**src/rtl/fma_read_buffer.sv**
```systemverilog
// fma_read_buffer: holds up to DEPTH memory lines and streams each one out as BEATS beats of FMA_COUNT words.
// Defining FMA_READ_BUFFER_FLUSH_EN adds a synchronous flush_in port.
module fma_read_buffer #(
  parameter int FMA_COUNT  = 2,
  parameter int WORD_WIDTH = 16,
  parameter int LINE_WIDTH = 96,
  parameter int DEPTH      = 2,
  localparam int BEAT_W    = WORD_WIDTH * FMA_COUNT,
  localparam int BEATS     = LINE_WIDTH / BEAT_W,
  localparam int CNT_W     = $clog2(DEPTH + 1)
) (
  input  logic                  clk_in,
  input  logic                  rst_in,
`ifdef FMA_READ_BUFFER_FLUSH_EN
  input  logic                  flush_in,
`endif
  input  logic [LINE_WIDTH-1:0] line_in,
  input  logic                  line_valid_in,
  output logic                  line_ready_out,
  output logic [BEAT_W-1:0]     beat_out,
  output logic                  beat_valid_out,
  input  logic                  beat_ready_in,
  output logic                  last_beat_out,
  output logic [CNT_W-1:0]      count_out
);

  localparam int PTR_W = $clog2(DEPTH);
  localparam int IDX_W = (BEATS > 1) ? $clog2(BEATS) : 1;
  localparam logic [IDX_W-1:0] LAST_IDX = IDX_W'(BEATS - 1);

  logic [LINE_WIDTH-1:0] mem [DEPTH];
  logic [BEAT_W-1:0]     beat_slice [BEATS];

  logic [PTR_W-1:0] wr_ptr_q, wr_ptr_d;
  logic [PTR_W-1:0] rd_ptr_q, rd_ptr_d;
  logic [IDX_W-1:0] beat_idx_q, beat_idx_d;
  logic [CNT_W-1:0] count_q, count_d;

  logic flush;
  logic push;
  logic pop;
  logic retire;

`ifdef FMA_READ_BUFFER_FLUSH_EN
  assign flush = flush_in;
`else
  assign flush = 1'b0;
`endif

  // Ready comes from the registered count only, so a full buffer reopens one cycle after retiring.
  assign line_ready_out = (count_q != CNT_W'(DEPTH));
  assign beat_valid_out = (count_q != '0);
  assign last_beat_out  = beat_valid_out && (beat_idx_q == LAST_IDX);
  assign count_out      = count_q;

  assign push   = line_valid_in && line_ready_out && !flush;
  assign pop    = beat_valid_out && beat_ready_in;
  assign retire = pop && (beat_idx_q == LAST_IDX);

  // Beat 0 is the most significant slice of the head line.
  for (genvar gi = 0; gi < BEATS; gi++) begin : g_slice
    assign beat_slice[gi] = mem[rd_ptr_q][LINE_WIDTH-1-gi*BEAT_W -: BEAT_W];
  end

  assign beat_out = beat_valid_out ? beat_slice[beat_idx_q] : '0;

  always_comb begin
    wr_ptr_d   = wr_ptr_q;
    rd_ptr_d   = rd_ptr_q;
    beat_idx_d = beat_idx_q;
    count_d    = count_q;
    if (flush) begin
      wr_ptr_d   = '0;
      rd_ptr_d   = '0;
      beat_idx_d = '0;
      count_d    = '0;
    end else begin
      if (push) begin
        wr_ptr_d = wr_ptr_q + PTR_W'(1);
      end
      if (retire) begin
        beat_idx_d = '0;
        rd_ptr_d   = rd_ptr_q + PTR_W'(1);
      end else if (pop) begin
        beat_idx_d = beat_idx_q + IDX_W'(1);
      end
      if (push && !retire) begin
        count_d = count_q + CNT_W'(1);
      end else if (retire && !push) begin
        count_d = count_q - CNT_W'(1);
      end
    end
  end

  always_ff @(posedge clk_in or negedge rst_in) begin
    if (!rst_in) begin
      wr_ptr_q   <= '0;
      rd_ptr_q   <= '0;
      beat_idx_q <= '0;
      count_q    <= '0;
    end else begin
      wr_ptr_q   <= wr_ptr_d;
      rd_ptr_q   <= rd_ptr_d;
      beat_idx_q <= beat_idx_d;
      count_q    <= count_d;
    end
  end

  // Line storage has no reset; stale contents are never visible because beat_out is gated by count.
  always_ff @(posedge clk_in) begin
    if (push) begin
      mem[wr_ptr_q] <= line_in;
    end
  end

endmodule

```
**config.mk**
```make
export PLATFORM = sky130hd
export DESIGN_NAME = fma_read_buffer
export DESIGN_NICKNAME = d
export VERILOG_FILES = /design/src/rtl/fma_read_buffer.sv
export SDC_FILE = /design/constraint.sdc
export NUM_CORES = 1
export LEC_CHECK = 0
export ABC_AREA = 0
export BUFFER_PORTS_ARGS = -buffer_cell sky130_fd_sc_hd__buf_2
export CORE_MARGIN = 2
export CORE_UTILIZATION = 50
export DETAILED_ROUTE_END_ITERATION = 7
export GPL_ROUTABILITY_DRIVEN = 0
export PLACE_DENSITY = 0.8
export SYNTH_ARGS = -nofsm -noshare
export SYNTH_HDL_FRONTEND = slang
export SYNTH_SLANG_ARGS = --single-unit
```
**constraint.sdc**
```tcl
create_clock -name clk_in -period 7.4 [get_ports clk_in]
set_input_delay 1.11 -clock clk_in [delete_from_list [all_inputs] [get_ports clk_in]]
set_output_delay 1.11 -clock clk_in [all_outputs]
set_load 0.01 [all_outputs]
```
# == Word-level counts from Yosys, hierarchy flattened ==
# Memories as Yosys holds them, arrays and structs flattened.
# Cells that the tools add are included.
# totals
regBits,6
mem_bits_rw,192
inputBits,100
memories,1
out_inout_bits,37
elab_cells,35
# mem_list
name,words,width,rd,rd_clocked_by_memory_dff,write_ports,line,source
mem,2,96,1,0,1,31,logic [LINE_WIDTH-1:0] mem [DEPTH];
# classes
eq_ne,2
order_cmp,1
reduce_logical,11
n_bitwise,1
mux,10
addsub,5
# ops
op,n
32-bit two-way mux,3
32-bit binary-select mux with 2-bit select,1
2-bit two-way mux,4
1-bit logical AND,6
2-bit nonzero test,3
2-bit by 1-bit adder with 2-bit output (second input constant),2
3-bit greater-or-equal comparator (second input constant),1
2-bit inverter with 3-bit output,1
1-bit adder (second input constant),2
2-bit == test (second input constant),1
1-bit zero test,2
1-bit two-way mux,2
2-bit inequality test (second input constant),1
2-bit by 1-bit subtractor with 2-bit output (second input constant),1

# == Logic depth before layout (Yosys ltp) ==
# Gate-level depths: netlist of the first run.
# depth
ltp_word,6
mapped_depth,7

# == Least setup slack after synthesis of the first run ==
# Ideal clock, no wire load.
# synth_timing
path_kind,in2reg
start,input port line_valid_in
end,memory mem[0][0] (enable)
arrival_ns,5.199
n_path_buf,0
stages,2
path_slack_ns,1.650
setup_time_ns,0.551
cell_sequence,nand2_1 nor2_1
# synth_via
elab_chain_cells,3
# synth_lines
item,line,source
start: declaration,18,"input logic line_valid_in,"
1-bit logical AND,56,assign push = line_valid_in && line_ready_out && !flush;
1-bit two-way mux,111,if (push) begin
1-bit two-way mux (implied by the code),112,mem[wr_ptr_q] <= line_in;
end: declaration,31,
# No other way between the ends.

# == Worst setup path after layout of the first run ==
# layout_timing
start,"register count_q[0], in the netlist count_out[0]"
end,output port beat_out[10]
# layout_via
elab_chain_cells,2
# layout_lines
item,line,source
start: declaration,37,"logic [CNT_W-1:0] count_q, count_d;"
start signal: assignment,105,count_q <= count_d;
2-bit nonzero test,52,assign beat_valid_out = (count_q != '0);
32-bit two-way mux,65,assign beat_out = beat_valid_out ? beat_slice[beat_idx_q] : '0;
end: declaration,20,"output logic [BEAT_W-1:0] beat_out,"
# No other way between the ends.

==> metrics.txt, run 1 <==
# TYPE chip_impl_metric gauge
chip_impl_info{name="status",value="complete, no violations"} 1
chip_impl_metric{name="synth.yosys.warnings",unit=""} 0
chip_impl_metric{name="skew",unit="ns"} 0.00442
chip_impl_metric{name="rows",unit=""} 46
chip_impl_metric{name="globalRoute.totalOverflow",unit=""} 0
chip_impl_metric{name="hold-worst-slack",unit="ns"} 0.499
chip_impl_metric{name="post_synth_fa_ha_maj_area_fraction",unit=""} 0.00158
chip_impl_metric{name="count_of_final_setup_violators",unit=""} 0
chip_impl_metric{name="first_global_vias",unit=""} 4479
chip_impl_metric{name="detail_route.vias_per_cell",unit=""} 5.40
chip_impl_metric{name="drt_drc_violations_left",unit=""} 0
chip_impl_metric{name="insertion_delay",unit="ns"} 0.43
chip_impl_info{name="rsz0062_at_grt",value="no"} 1
chip_impl_metric{name="grt_max_degree",unit=""} 79
chip_impl_metric{name="synthXorXnorAreaFrac",unit=""} 0.00553
chip_impl_info{name="cts_tree",value="yes"} 1
chip_impl_metric{name="worstPathMaxFanout",unit=""} 37
chip_impl_metric{name="port_buffer_cells",unit=""} 136
chip_impl_metric{name="synth_seq_area_share",unit=""} 0.747
chip_impl_info{name="layout_commonest_cell",value="sky130_fd_sc_hd__edfxtp_1"} 1
chip_impl_metric{name="count_of_mapped_cells_out_of_synthesis",unit=""} 405
chip_impl_metric{name="area_growth_syn_to_layout",unit="%"} 17.4
chip_impl_metric{name="core_area",unit="um2"} 15700
chip_impl_metric{name="antenna_left",unit=""} 0
chip_impl_metric{name="p_sw",unit="mW"} 1.26
chip_impl_metric{name="power.internal",unit="mW"} 2.58
chip_impl_info{name="path_cells",value="or2_2 > nand3b_4 > o221ai_1 > buf_2"} 1
chip_impl_metric{name="met2RoutedLength",unit="um"} 7780
chip_impl_info{name="setup.worst_path.end_class",value="output port"} 1
chip_impl_metric{name="crit_path_max_incr_delay",unit="ns"} 0.76
chip_impl_metric{name="synth-simple-area-share",unit=""} 0.0308
chip_impl_info{name="synth_top_family_by_area",value="multiplexers"} 1
chip_impl_metric{name="synth_seq_cells",unit=""} 198
chip_impl_metric{name="final_hold_viol_count",unit=""} 0
chip_impl_metric{name="pin_count",unit=""} 137
chip_impl_metric{name="number_of_sinks_driven_by_the_clock_tree",unit=""} 198
chip_impl_metric{name="clock_tree.buffer_depth",unit=""} 2
chip_impl_metric{name="yosysUniqueCellTypes",unit=""} 23
chip_impl_metric{name="power.ir.vdd_worst",unit="mV"} 0.275
chip_impl_metric{name="met1_length",unit="um"} 6120
chip_impl_info{name="clockRootBuffer",value="sky130_fd_sc_hd__clkbuf_16"} 1
chip_impl_info{name="worst_r2r_endpoint",value="mem[0][94]"} 1
chip_impl_metric{name="critical_path_required",unit="ns"} 6.29
chip_impl_metric{name="fin_crit_share",unit=""} 0.564
chip_impl_metric{name="slew_headroom",unit=""} 0.296
chip_impl_metric{name="cts_made_buffers",unit=""} 17
chip_impl_metric{name="setup.reg_to_reg.worst_slack",unit="ns"} 4.84
chip_impl_metric{name="floorplan.initialDensity",unit=""} 0.506
chip_impl_metric{name="worst_ep_arrival_time",unit="ns"} 3.06
chip_impl_info{name="mostFrequentLayoutCells",value="sky130_fd_sc_hd__edfxtp_1 (192), sky130_fd_sc_hd__buf_2 (136), sky130_fd_sc_hd__mux2i_1 (64), sky130_fd_sc_hd__mux2_2 (34), sky130_fd_sc_hd__nand3_1 (32)"} 1
chip_impl_info{name="worst_r2r_startpoint",value="count_out[0]"} 1
chip_impl_metric{name="timing.max_cap.violations",unit=""} 0
chip_impl_metric{name="floorplan.die_area",unit="um2"} 16900
chip_impl_metric{name="gr-usage-all-layers",unit=""} 0.185
chip_impl_metric{name="final_layout_size_suffix_gt1_frac",unit=""} 0.436
chip_impl_metric{name="comb_power_share",unit=""} 0.328
chip_impl_metric{name="floorplan.die.height",unit="um"} 130
chip_impl_info{name="critical_path.startpoint_type",value="register"} 1
chip_impl_metric{name="syn_area",unit="um2"} 7920
chip_impl_metric{name="via_count",unit=""} 4143
chip_impl_metric{name="dieWidth",unit="um"} 130
chip_impl_metric{name="p_leak",unit="nW"} 3.41
chip_impl_metric{name="initialDrtViolationCount",unit=""} 280
chip_impl_metric{name="postRouteWirelength",unit="um"} 15000
chip_impl_metric{name="avgRoutedWirePerCell",unit="um"} 19.6
chip_impl_metric{name="power_per_cell_area",unit="nW/um2"} 413
chip_impl_metric{name="first_pass_grt_wire_length",unit="um"} 23000
chip_impl_metric{name="detailroute.wirelength.met3",unit="um"} 820
chip_impl_metric{name="post_cts_buffers",unit=""} 0
chip_impl_info{name="highest_layer",value="met5"} 1
chip_impl_metric{name="synth_fp_nets",unit=""} 506
chip_impl_metric{name="cts-hold-fix-buffers",unit=""} 0
chip_impl_metric{name="cts.htree.levels",unit=""} 4
chip_impl_metric{name="post-route-min-period",unit="ns"} 4.17
chip_impl_metric{name="syn_area_per_cell",unit="um2"} 19.6
chip_impl_metric{name="tns",unit="ns"} 0
chip_impl_metric{name="first_pass_iters",unit=""} 5
chip_impl_metric{name="antenna_diode_count",unit=""} 0
chip_impl_metric{name="antenna_found_initial",unit=""} 3
chip_impl_metric{name="share_of_power_burned_in_registers",unit=""} 0.435
chip_impl_metric{name="worst_r2r_path_depth",unit=""} 4
chip_impl_metric{name="power.share.clock",unit=""} 0.237
chip_impl_metric{name="p_sw_frac",unit=""} 0.328
chip_impl_info{name="timing.critical_path.slowest_stage_cell",value="sky130_fd_sc_hd__or2_2"} 1
chip_impl_metric{name="dp_hpwl",unit="um"} 8920
chip_impl_metric{name="worst_margin_slew",unit="ns"} 1.06
chip_impl_info{name="hold_class",value="in2async"} 1
chip_impl_metric{name="finalNetCount",unit=""} 639
chip_impl_metric{name="register_clock_pin_slew_on_the_reported_worst_setup_and_hold_paths",unit="ns"} 0.07
chip_impl_metric{name="timing_max_transition_violations_final",unit=""} 0
chip_impl_metric{name="post_cts.resized_instances",unit=""} 0
chip_impl_metric{name="synth-compound-area-share",unit=""} 0.0591
chip_impl_metric{name="maxClockFrequency",unit="MHz"} 240
chip_impl_info{name="path_class",value="reg2out"} 1
chip_impl_metric{name="share_of_synthesized_area_spent_on_multiplexers",unit=""} 0.129
through the flow:
step / area [um2] / util / total power [mW] / std cells / worst slack (ns)
2_1_floorplan: 7920 / - / 2.66 / 405 / 1.65
3_3_place_gp: 8710 / 0.557 / 2.93 / 735 / 3.66
3_5_place_dp: 8710 / 0.557 / 2.98 / 735 / 3.69
4_1_cts: 9300 / 0.594 / 3.89 / 767 / 3.20
5_1_grt: 9300 / 0.594 / 4.04 / 767 / 3.03
6_report: 9300 / 0.594 / 3.84 / 767 / 3.23
Yosys cell counts, drive strengths merged:
| cell type | number | area share |
|---|---|---|
| o221ai | 32 | 0.059 |
| nand3 | 32 | 0.020 |
| xor2 | 2 | 0.0022 |
| nand3b | 1 | 0.0025 |
| nand4b | 1 | 0.0011 |
| and3 | 1 | 0.00079 |
| dfrtp | 6 | 0.019 |
| nand2 | 3 | 0.0024 |
| or2 | 1 | 0.00079 |
| xnor2 | 3 | 0.0033 |
| inv | 2 | 0.00095 |
| ha | 1 | 0.0016 |
| mux2i | 64 | 0.081 |
| buf | 25 | 0.026 |
| nor2 | 3 | 0.0014 |
| nor2b | 1 | 0.00079 |
| nand2b | 1 | 0.00079 |
| mux2 | 34 | 0.048 |
| edfxtp | 192 | 0.73 |
metal layers:
layer | GRT usage | up-vias
li1 | - | 1914
met1 | 0.215 | 2085
met2 | 0.325 | 120
met3 | 0.0504 | 22
met4 | 0.0797 | 2
met5 | 0 | -
power by group through the flow:
stage | Combinational (mW) | Sequential, mW | Clock, mW
finish | 1.26 | 1.67 | 0.908
global route | 1.37 | 1.70 | 0.968
CTS | 1.29 | 1.67 | 0.925
detailed placement | 1.28 | 1.70 | 0
global placement | 1.25 | 1.68 | 0
floorplan | 1.02 | 1.64 | 0
cells by family (layout without fill, tap and decap cells):
group                      after synthesis  count (layout)
xor gates and xnor gates                 5               5
and+or+nand+nor                         44              44
adders and majority gates                1               1
AOI/OAI and AO/OA                       32              32
DFF                                    198             198
buffers and inverters                   27             173
muxes                                   98              98
worst max-delay path by stage:
stage                              from           end  slack [ns]  cells after the start
after floorplan           line_valid_in     mem[0][0]        1.65                      2
after global placement     count_out[0]  beat_out[10]        3.66                      4
after detailed placement   count_out[0]  beat_out[10]        3.69                      4
after CTS                  count_out[0]  beat_out[31]        3.20                      4
after global routing       count_out[0]  beat_out[10]        3.03                      4
final                      count_out[0]  beat_out[10]        3.23                      4
worst max-delay path, delay by kind of cell, from the launching register on:
kind	cells	cell delay, ns
buf+inv	1	0.21
compound gates	1	0.53
flops	1	0.41
simple gates	2	1.47
area by class of cell:
type,instances,area [um2]
Sequential cell,198,5920
Tap cell,216,270
Clock inverter,11,126
Inverter,2,7.51
Timing Repair Buffer,139,703
Fill cell,1181,6360
Multi-Input combinational cell,180,1810
Clock buffer,21,460
state kept, by name (all words and copies together), names as in the netlist:
signal	count
beat_idx_q	2
count_out	2
wr_ptr_q	1
mem	192
rd_ptr_q	1
No activity file was read; power rests on OpenSTA's default activity.
==> run 2: changes to the inputs <==
Clock period 7.4 ns to 4.1 ns, I/O delays scaled along.
==> run 2 against run 1 <==
Compared with the run above: clock skew is 0.0031 ns higher; critical endpoint is now beat_out[31]; hold slack got worse by 0.12 ns; first-iteration DRC count decreased by 36%; largest cell class unchanged.
==> metrics.txt, run 2 (synthesized netlist as in run 1, its figures left out) <==
# TYPE chip_impl_metric gauge
chip_impl_metric{name="p_sw_frac",unit=""} 0.328
chip_impl_metric{name="power_per_cell_area",unit="nW/um2"} 732
chip_impl_info{name="setup.worst_path.end_class",value="output port"} 1
chip_impl_metric{name="share_of_power_burned_in_registers",unit=""} 0.447
chip_impl_metric{name="first_pass_grt_wire_length",unit="um"} 22100
chip_impl_metric{name="first_global_vias",unit=""} 4294
chip_impl_metric{name="antenna_found_initial",unit=""} 1
chip_impl_metric{name="count_of_final_setup_violators",unit=""} 0
chip_impl_metric{name="avgRoutedWirePerCell",unit="um"} 19.0
chip_impl_metric{name="area_growth_syn_to_layout",unit="%"} 17.3
chip_impl_metric{name="post_cts_buffers",unit=""} 0
chip_impl_metric{name="floorplan.die.height",unit="um"} 130
chip_impl_info{name="rsz0062_at_grt",value="no"} 1
chip_impl_metric{name="p_sw",unit="mW"} 2.23
chip_impl_info{name="status",value="complete, no violations"} 1
chip_impl_info{name="layout_commonest_cell",value="sky130_fd_sc_hd__edfxtp_1"} 1
chip_impl_metric{name="finalNetCount",unit=""} 644
chip_impl_metric{name="critical_path_required",unit="ns"} 3.48
chip_impl_metric{name="maxClockFrequency",unit="MHz"} 292
chip_impl_metric{name="power.share.clock",unit=""} 0.224
chip_impl_info{name="path_cells",value="or2_2 > nand3b_4 > o221ai_1 > buf_2"} 1
chip_impl_metric{name="number_of_flip_flops_under_the_largest_register_name",unit=""} 192
chip_impl_metric{name="number_of_sinks_driven_by_the_clock_tree",unit=""} 198
chip_impl_metric{name="antenna_left",unit=""} 0
chip_impl_metric{name="power.ir.vdd_worst",unit="mV"} 0.364
chip_impl_metric{name="timing_max_transition_violations_final",unit=""} 0
chip_impl_metric{name="worst_ep_arrival_time",unit="ns"} 2.81
chip_impl_metric{name="pin_count",unit=""} 137
chip_impl_metric{name="initialDrtViolationCount",unit=""} 179
chip_impl_info{name="largest-register",value="mem"} 1
chip_impl_metric{name="worst_slack_after_detailed_placement",unit="ns"} 1.07
chip_impl_metric{name="post_cts.resized_instances",unit=""} 0
chip_impl_metric{name="register_clock_pin_slew_on_the_reported_worst_setup_and_hold_paths",unit="ns"} 0.07
chip_impl_info{name="timing.critical_path.slowest_stage_cell",value="sky130_fd_sc_hd__or2_2"} 1
chip_impl_metric{name="antenna_diode_count",unit=""} 0
chip_impl_metric{name="floorplan.initialDensity",unit=""} 0.506
chip_impl_metric{name="postLayoutSetupSlackWorst",unit="ns"} 0.677
chip_impl_metric{name="postRouteWirelength",unit="um"} 14700
chip_impl_metric{name="final_hold_viol_count",unit=""} 0
chip_impl_metric{name="fill_cells",unit=""} 1207
chip_impl_metric{name="first_pass_iters",unit=""} 5
chip_impl_metric{name="comb_power_share",unit=""} 0.329
chip_impl_metric{name="power.internal",unit="mW"} 4.57
chip_impl_metric{name="skew",unit="ns"} 0.00751
chip_impl_metric{name="cts_made_buffers",unit=""} 17
chip_impl_info{name="critical_path.startpoint_type",value="register"} 1
chip_impl_metric{name="grt_max_degree",unit=""} 67
chip_impl_metric{name="floorplan.die_area",unit="um2"} 16900
chip_impl_info{name="clockRootBuffer",value="sky130_fd_sc_hd__clkbuf_16"} 1
chip_impl_metric{name="post-route-min-period",unit="ns"} 3.42
chip_impl_metric{name="slew_headroom",unit=""} 0.329
chip_impl_metric{name="cts-hold-fix-buffers",unit=""} 1
chip_impl_metric{name="gr-usage-all-layers",unit=""} 0.177
chip_impl_metric{name="core_area",unit="um2"} 15700
chip_impl_metric{name="drt_drc_violations_left",unit=""} 0
chip_impl_info{name="path_class",value="reg2out"} 1
chip_impl_metric{name="hold-worst-slack",unit="ns"} 0.379
chip_impl_info{name="cts_tree",value="yes"} 1
chip_impl_info{name="mostFrequentLayoutCells",value="sky130_fd_sc_hd__edfxtp_1 (192), sky130_fd_sc_hd__buf_2 (136), sky130_fd_sc_hd__mux2i_1 (64), sky130_fd_sc_hd__mux2_2 (34), sky130_fd_sc_hd__nand3_1 (32)"} 1
chip_impl_metric{name="dp_hpwl",unit="um"} 9230
chip_impl_metric{name="final_layout_size_suffix_gt1_frac",unit=""} 0.434
chip_impl_metric{name="tns",unit="ns"} 0
chip_impl_metric{name="rows",unit=""} 46
chip_impl_info{name="hold_class",value="in2reg"} 1
chip_impl_metric{name="crit_path_max_incr_delay",unit="ns"} 0.70
chip_impl_metric{name="worst_margin_slew",unit="ns"} 1.01
chip_impl_metric{name="fin_crit_share",unit=""} 0.835
chip_impl_metric{name="worstPathMaxFanout",unit=""} 37
chip_impl_metric{name="detail_route.vias_per_cell",unit=""} 5.33
chip_impl_metric{name="dieWidth",unit="um"} 130
chip_impl_metric{name="timing.max_cap.violations",unit=""} 0
chip_impl_metric{name="insertion_delay",unit="ns"} 0.42
chip_impl_metric{name="via_count",unit=""} 4106
chip_impl_metric{name="globalRoute.totalOverflow",unit=""} 0
chip_impl_metric{name="p_leak",unit="nW"} 3.41
chip_impl_metric{name="clock_tree.buffer_depth",unit=""} 2
chip_impl_metric{name="port_buffer_cells",unit=""} 136
chip_impl_metric{name="cts.htree.levels",unit=""} 4
## run 2: per-layer routing
metal / vias up / global-route usage / part of all wire
li1: 1923 / - / -
met1: 2050 / 0.207 / 0.41
met2: 107 / 0.317 / 0.54
met3: 24 / 0.0381 / 0.037
met4: 2 / 0.0759 / 0.019
met5: - / 0 / 0.00055
## run 2: power groups by stage
stage               logic [mW]  clock network [mW]  registers, mW
global placement          2.23                   0           3.06
detailed placement        2.29                   0           3.09
finish                    2.24                1.52           3.04
CTS                       2.30                1.56           3.05
global route              2.44                1.64           3.09
floorplan                 1.84                   0           2.94
## run 2: worst paths after layout
path                                    from            to  slack (ns)  depth (start not counted)
worst max-delay path            count_out[0]  beat_out[31]        0.68                          4
worst min-delay path             line_in[50]    mem[0][50]        0.38                          1
worst max register to register  count_out[0]  count_out[1]        1.93                          6
worst min register to register  count_out[1]  count_out[1]        0.51                          1
max in group asynchronous             rst_in      rd_ptr_q        3.36                          2
min in group asynchronous             rst_in  count_out[0]        0.57                          2
## run 2: metrics by stage
stage	power (mW)	instances	utilization	instance area [um2]
2_1_floorplan	4.78	405	-	7930
3_3_place_gp	5.29	739	0.558	8740
3_5_place_dp	5.39	739	0.558	8740
4_1_cts	6.91	771	0.594	9290
5_1_grt	7.17	771	0.594	9290
6_report	6.80	771	0.594	9290
## run 2: layout make-up
type / instances / area, um2 / area share
Tap cell: 216 / 270 / 0.0291
Multi-Input combinational cell: 180 / 1810 / 0.195
Clock inverter: 12 / 106 / 0.0114
Timing Repair Buffer: 144 / 743 / 0.0800
Clock buffer: 19 / 433 / 0.0466
Sequential cell: 198 / 5920 / 0.637
Inverter: 2 / 7.51 / 0.000808
## run 2: critical path: cells and delay by family (launching register included)
family          cells  cell delay [ns]
compound gates      1             0.38
flops               1             0.43
simple gates        2             1.37
buf+inv             1             0.19
==> run 3: changes to the inputs <==
Clock period 4.1 ns to 3.34 ns, I/O delays scaled along.
==> run 3 against run 2 <==
Compared with the run above: global-route usage about the same; first-iteration DRC count up 46%; sequential share of layout area down 0.44 points; routed wire length down 2.1%; die area unchanged; largest power group unchanged.
==> metrics.txt, run 3 (synthesized netlist as in run 1, its figures left out) <==
# TYPE chip_impl_metric gauge
chip_impl_info{name="status",value="complete, no violations"} 1
chip_impl_info{name="clockRootBuffer",value="sky130_fd_sc_hd__clkbuf_16"} 1
chip_impl_metric{name="post-route-min-period",unit="ns"} 3.05
chip_impl_info{name="worst_r2r_startpoint",value="count_out[0]"} 1
chip_impl_metric{name="drt_drc_violations_left",unit=""} 0
chip_impl_metric{name="postLayoutSetupSlackWorst",unit="ns"} 0.290
chip_impl_info{name="path_cells",value="or2_2 > nand3b_4 > o221ai_1 > buf_2"} 1
chip_impl_metric{name="rows",unit=""} 46
chip_impl_metric{name="via_count",unit=""} 4171
chip_impl_metric{name="first_pass_grt_wire_length",unit="um"} 22300
chip_impl_info{name="largest-register",value="mem"} 1
chip_impl_metric{name="gr-usage-all-layers",unit=""} 0.178
chip_impl_metric{name="core_area",unit="um2"} 15700
chip_impl_metric{name="p_leak",unit="nW"} 3.44
chip_impl_metric{name="avgRoutedWirePerCell",unit="um"} 18.6
chip_impl_metric{name="critical_path_depth",unit=""} 4
chip_impl_info{name="path_delay_family",value="simple AND/OR/NAND/NOR gates"} 1
chip_impl_info{name="critical_path.startpoint_type",value="register"} 1
chip_impl_metric{name="finalNetCount",unit=""} 645
chip_impl_metric{name="insertion_delay",unit="ns"} 0.42
chip_impl_metric{name="floorplan.initialDensity",unit=""} 0.506
chip_impl_metric{name="power_per_cell_area",unit="nW/um2"} 907
chip_impl_metric{name="worst_slack_after_detailed_placement",unit="ns"} 0.740
chip_impl_metric{name="antenna_diode_count",unit=""} 0
chip_impl_metric{name="floorplan.die_area",unit="um2"} 16900
chip_impl_info{name="mostFrequentLayoutCells",value="sky130_fd_sc_hd__edfxtp_1 (192), sky130_fd_sc_hd__buf_2 (136), sky130_fd_sc_hd__mux2i_1 (64), sky130_fd_sc_hd__mux2_2 (34), sky130_fd_sc_hd__nand3_1 (32)"} 1
chip_impl_metric{name="worst_r2r_path_depth",unit=""} 7
chip_impl_metric{name="cts_made_buffers",unit=""} 17
chip_impl_metric{name="fill_cells",unit=""} 1170
chip_impl_info{name="timing.critical_path.slowest_stage_cell",value="sky130_fd_sc_hd__nand3b_4"} 1
chip_impl_metric{name="worst_ep_arrival_time",unit="ns"} 2.55
chip_impl_metric{name="combined_area_of_the_multi_input_logic_cells",unit="um2"} 1810
chip_impl_info{name="hold_class",value="in2reg"} 1
chip_impl_info{name="worst_r2r_endpoint",value="count_out[1]"} 1
chip_impl_metric{name="clock_tree.buffer_depth",unit=""} 2
chip_impl_metric{name="detail_route.vias_per_cell",unit=""} 5.41
chip_impl_metric{name="worstPathMaxFanout",unit=""} 33
chip_impl_metric{name="first_pass_iters",unit=""} 4
chip_impl_metric{name="final_hold_viol_count",unit=""} 0
chip_impl_metric{name="hold-worst-slack",unit="ns"} 0.261
chip_impl_metric{name="first_global_vias",unit=""} 4464
chip_impl_metric{name="globalRoute.totalOverflow",unit=""} 0
chip_impl_metric{name="antenna_left",unit=""} 0
chip_impl_metric{name="timing_max_transition_violations_final",unit=""} 0
chip_impl_metric{name="floorplan.die.height",unit="um"} 130
chip_impl_metric{name="antenna_found_initial",unit=""} 0
chip_impl_metric{name="cts.htree.levels",unit=""} 4
chip_impl_metric{name="dieWidth",unit="um"} 130
chip_impl_info{name="path_class",value="reg2out"} 1
chip_impl_metric{name="number_of_flip_flops_under_the_largest_register_name",unit=""} 192
chip_impl_metric{name="port_buffer_cells",unit=""} 136
chip_impl_metric{name="area_growth_syn_to_layout",unit="%"} 18.1
chip_impl_metric{name="skew",unit="ns"} 0.00849
chip_impl_metric{name="cell_count_of_the_worst_hold_path",unit=""} 1
chip_impl_info{name="cp-startpoint",value="count_out[0]"} 1
chip_impl_metric{name="finish.instance_area",unit="um2"} 9360
chip_impl_metric{name="tns",unit="ns"} 0
chip_impl_metric{name="power.ir.vdd_worst",unit="mV"} 0.449
chip_impl_info{name="rsz0062_at_grt",value="no"} 1
chip_impl_metric{name="initialDrtViolationCount",unit=""} 262
chip_impl_metric{name="critical_path_required",unit="ns"} 2.84
chip_impl_info{name="cts_tree",value="yes"} 1
chip_impl_metric{name="crit_buf_inv",unit=""} 1
chip_impl_metric{name="post_cts.resized_instances",unit=""} 0
chip_impl_metric{name="maxClockFrequency",unit="MHz"} 328
chip_impl_metric{name="postRouteWirelength",unit="um"} 14300
chip_impl_metric{name="worst_margin_slew",unit="ns"} 0.730
chip_impl_metric{name="grt_max_degree",unit=""} 52
chip_impl_metric{name="register_clock_pin_slew_on_the_reported_worst_setup_and_hold_paths",unit="ns"} 0.07
chip_impl_info{name="setup.worst_path.end_class",value="output port"} 1
chip_impl_info{name="hp-start",value="line_in[12]"} 1
chip_impl_metric{name="timing.max_cap.violations",unit=""} 0
chip_impl_metric{name="number_of_sinks_driven_by_the_clock_tree",unit=""} 198
chip_impl_metric{name="crit_path_max_incr_delay",unit="ns"} 0.60
chip_impl_metric{name="slew_headroom",unit=""} 0.512
chip_impl_metric{name="final_layout_size_suffix_gt1_frac",unit=""} 0.434
chip_impl_info{name="layout_commonest_cell",value="sky130_fd_sc_hd__edfxtp_1"} 1
chip_impl_metric{name="pin_count",unit=""} 137
chip_impl_metric{name="setup.reg_to_reg.worst_slack",unit="ns"} 1.14
chip_impl_metric{name="dp_hpwl",unit="um"} 9150
chip_impl_info{name="whs_endpoint",value="mem[1][12]"} 1
chip_impl_metric{name="fin_crit_share",unit=""} 0.913
chip_impl_metric{name="placed_area",unit="um2"} 8790
chip_impl_metric{name="ff_latch_area",unit="um2"} 5920
chip_impl_metric{name="count_of_final_setup_violators",unit=""} 0
[run 3: cell types whose count changed in the layout (fill, tap and decap cells not counted), sizes merged]
cell,change
buf,+1
inv,+1
bufinv,+1
clkinvlp,-3
[run 3: worst max path at each step]
stage	slack (ns)	endpoint
final	0.29	beat_out[10]
after global routing	0.15	beat_out[10]
after CTS	0.22	beat_out[10]
after detailed placement	0.74	beat_out[10]
after global placement	0.84	beat_out[10]
after floorplan	0.69	mem[0][0]
[run 3: stage by stage]
| stage | utilization | power (mW) | std cells |
|---|---|---|---|
| after floorplan | - | 5.84 | 405 |
| after global routing | 0.598 | 8.93 | 771 |
| after CTS | 0.598 | 8.60 | 771 |
| final | 0.598 | 8.49 | 771 |
| after global placement | 0.561 | 6.55 | 740 |
| after detailed placement | 0.561 | 6.65 | 740 |
[run 3: per-layer routing]
metal / up-vias / global-route usage / wire length, um
li1: 1919 / - / -
met1: 2094 / 0.196 / 5750
met2: 126 / 0.313 / 7510
met3: 32 / 0.0484 / 666
met4: 0 / 0.0961 / 417
met5: - / 0 / 0
[run 3: repair_timing]
action,in CTS,in global routing
hold buffers,1,0
hold endpoints to repair,6,0
setup buffers,0,0
[run 3: final cells by class]
class,count,share of cell area
flip-flops and latches,198,0.633
clock buffers,19,0.0463
multi-input cells,180,0.194
clock inverters,11,0.0135
repair buffers,145,0.0842
well taps,216,0.0289
inverters,2,0.000802
[run 3: power breakdown]
part           internal, mW  total (mW)  switching [mW]
Sequential             3.40        3.64           0.235
Clock                  1.10        1.94           0.842
Combinational          1.23        2.91            1.68
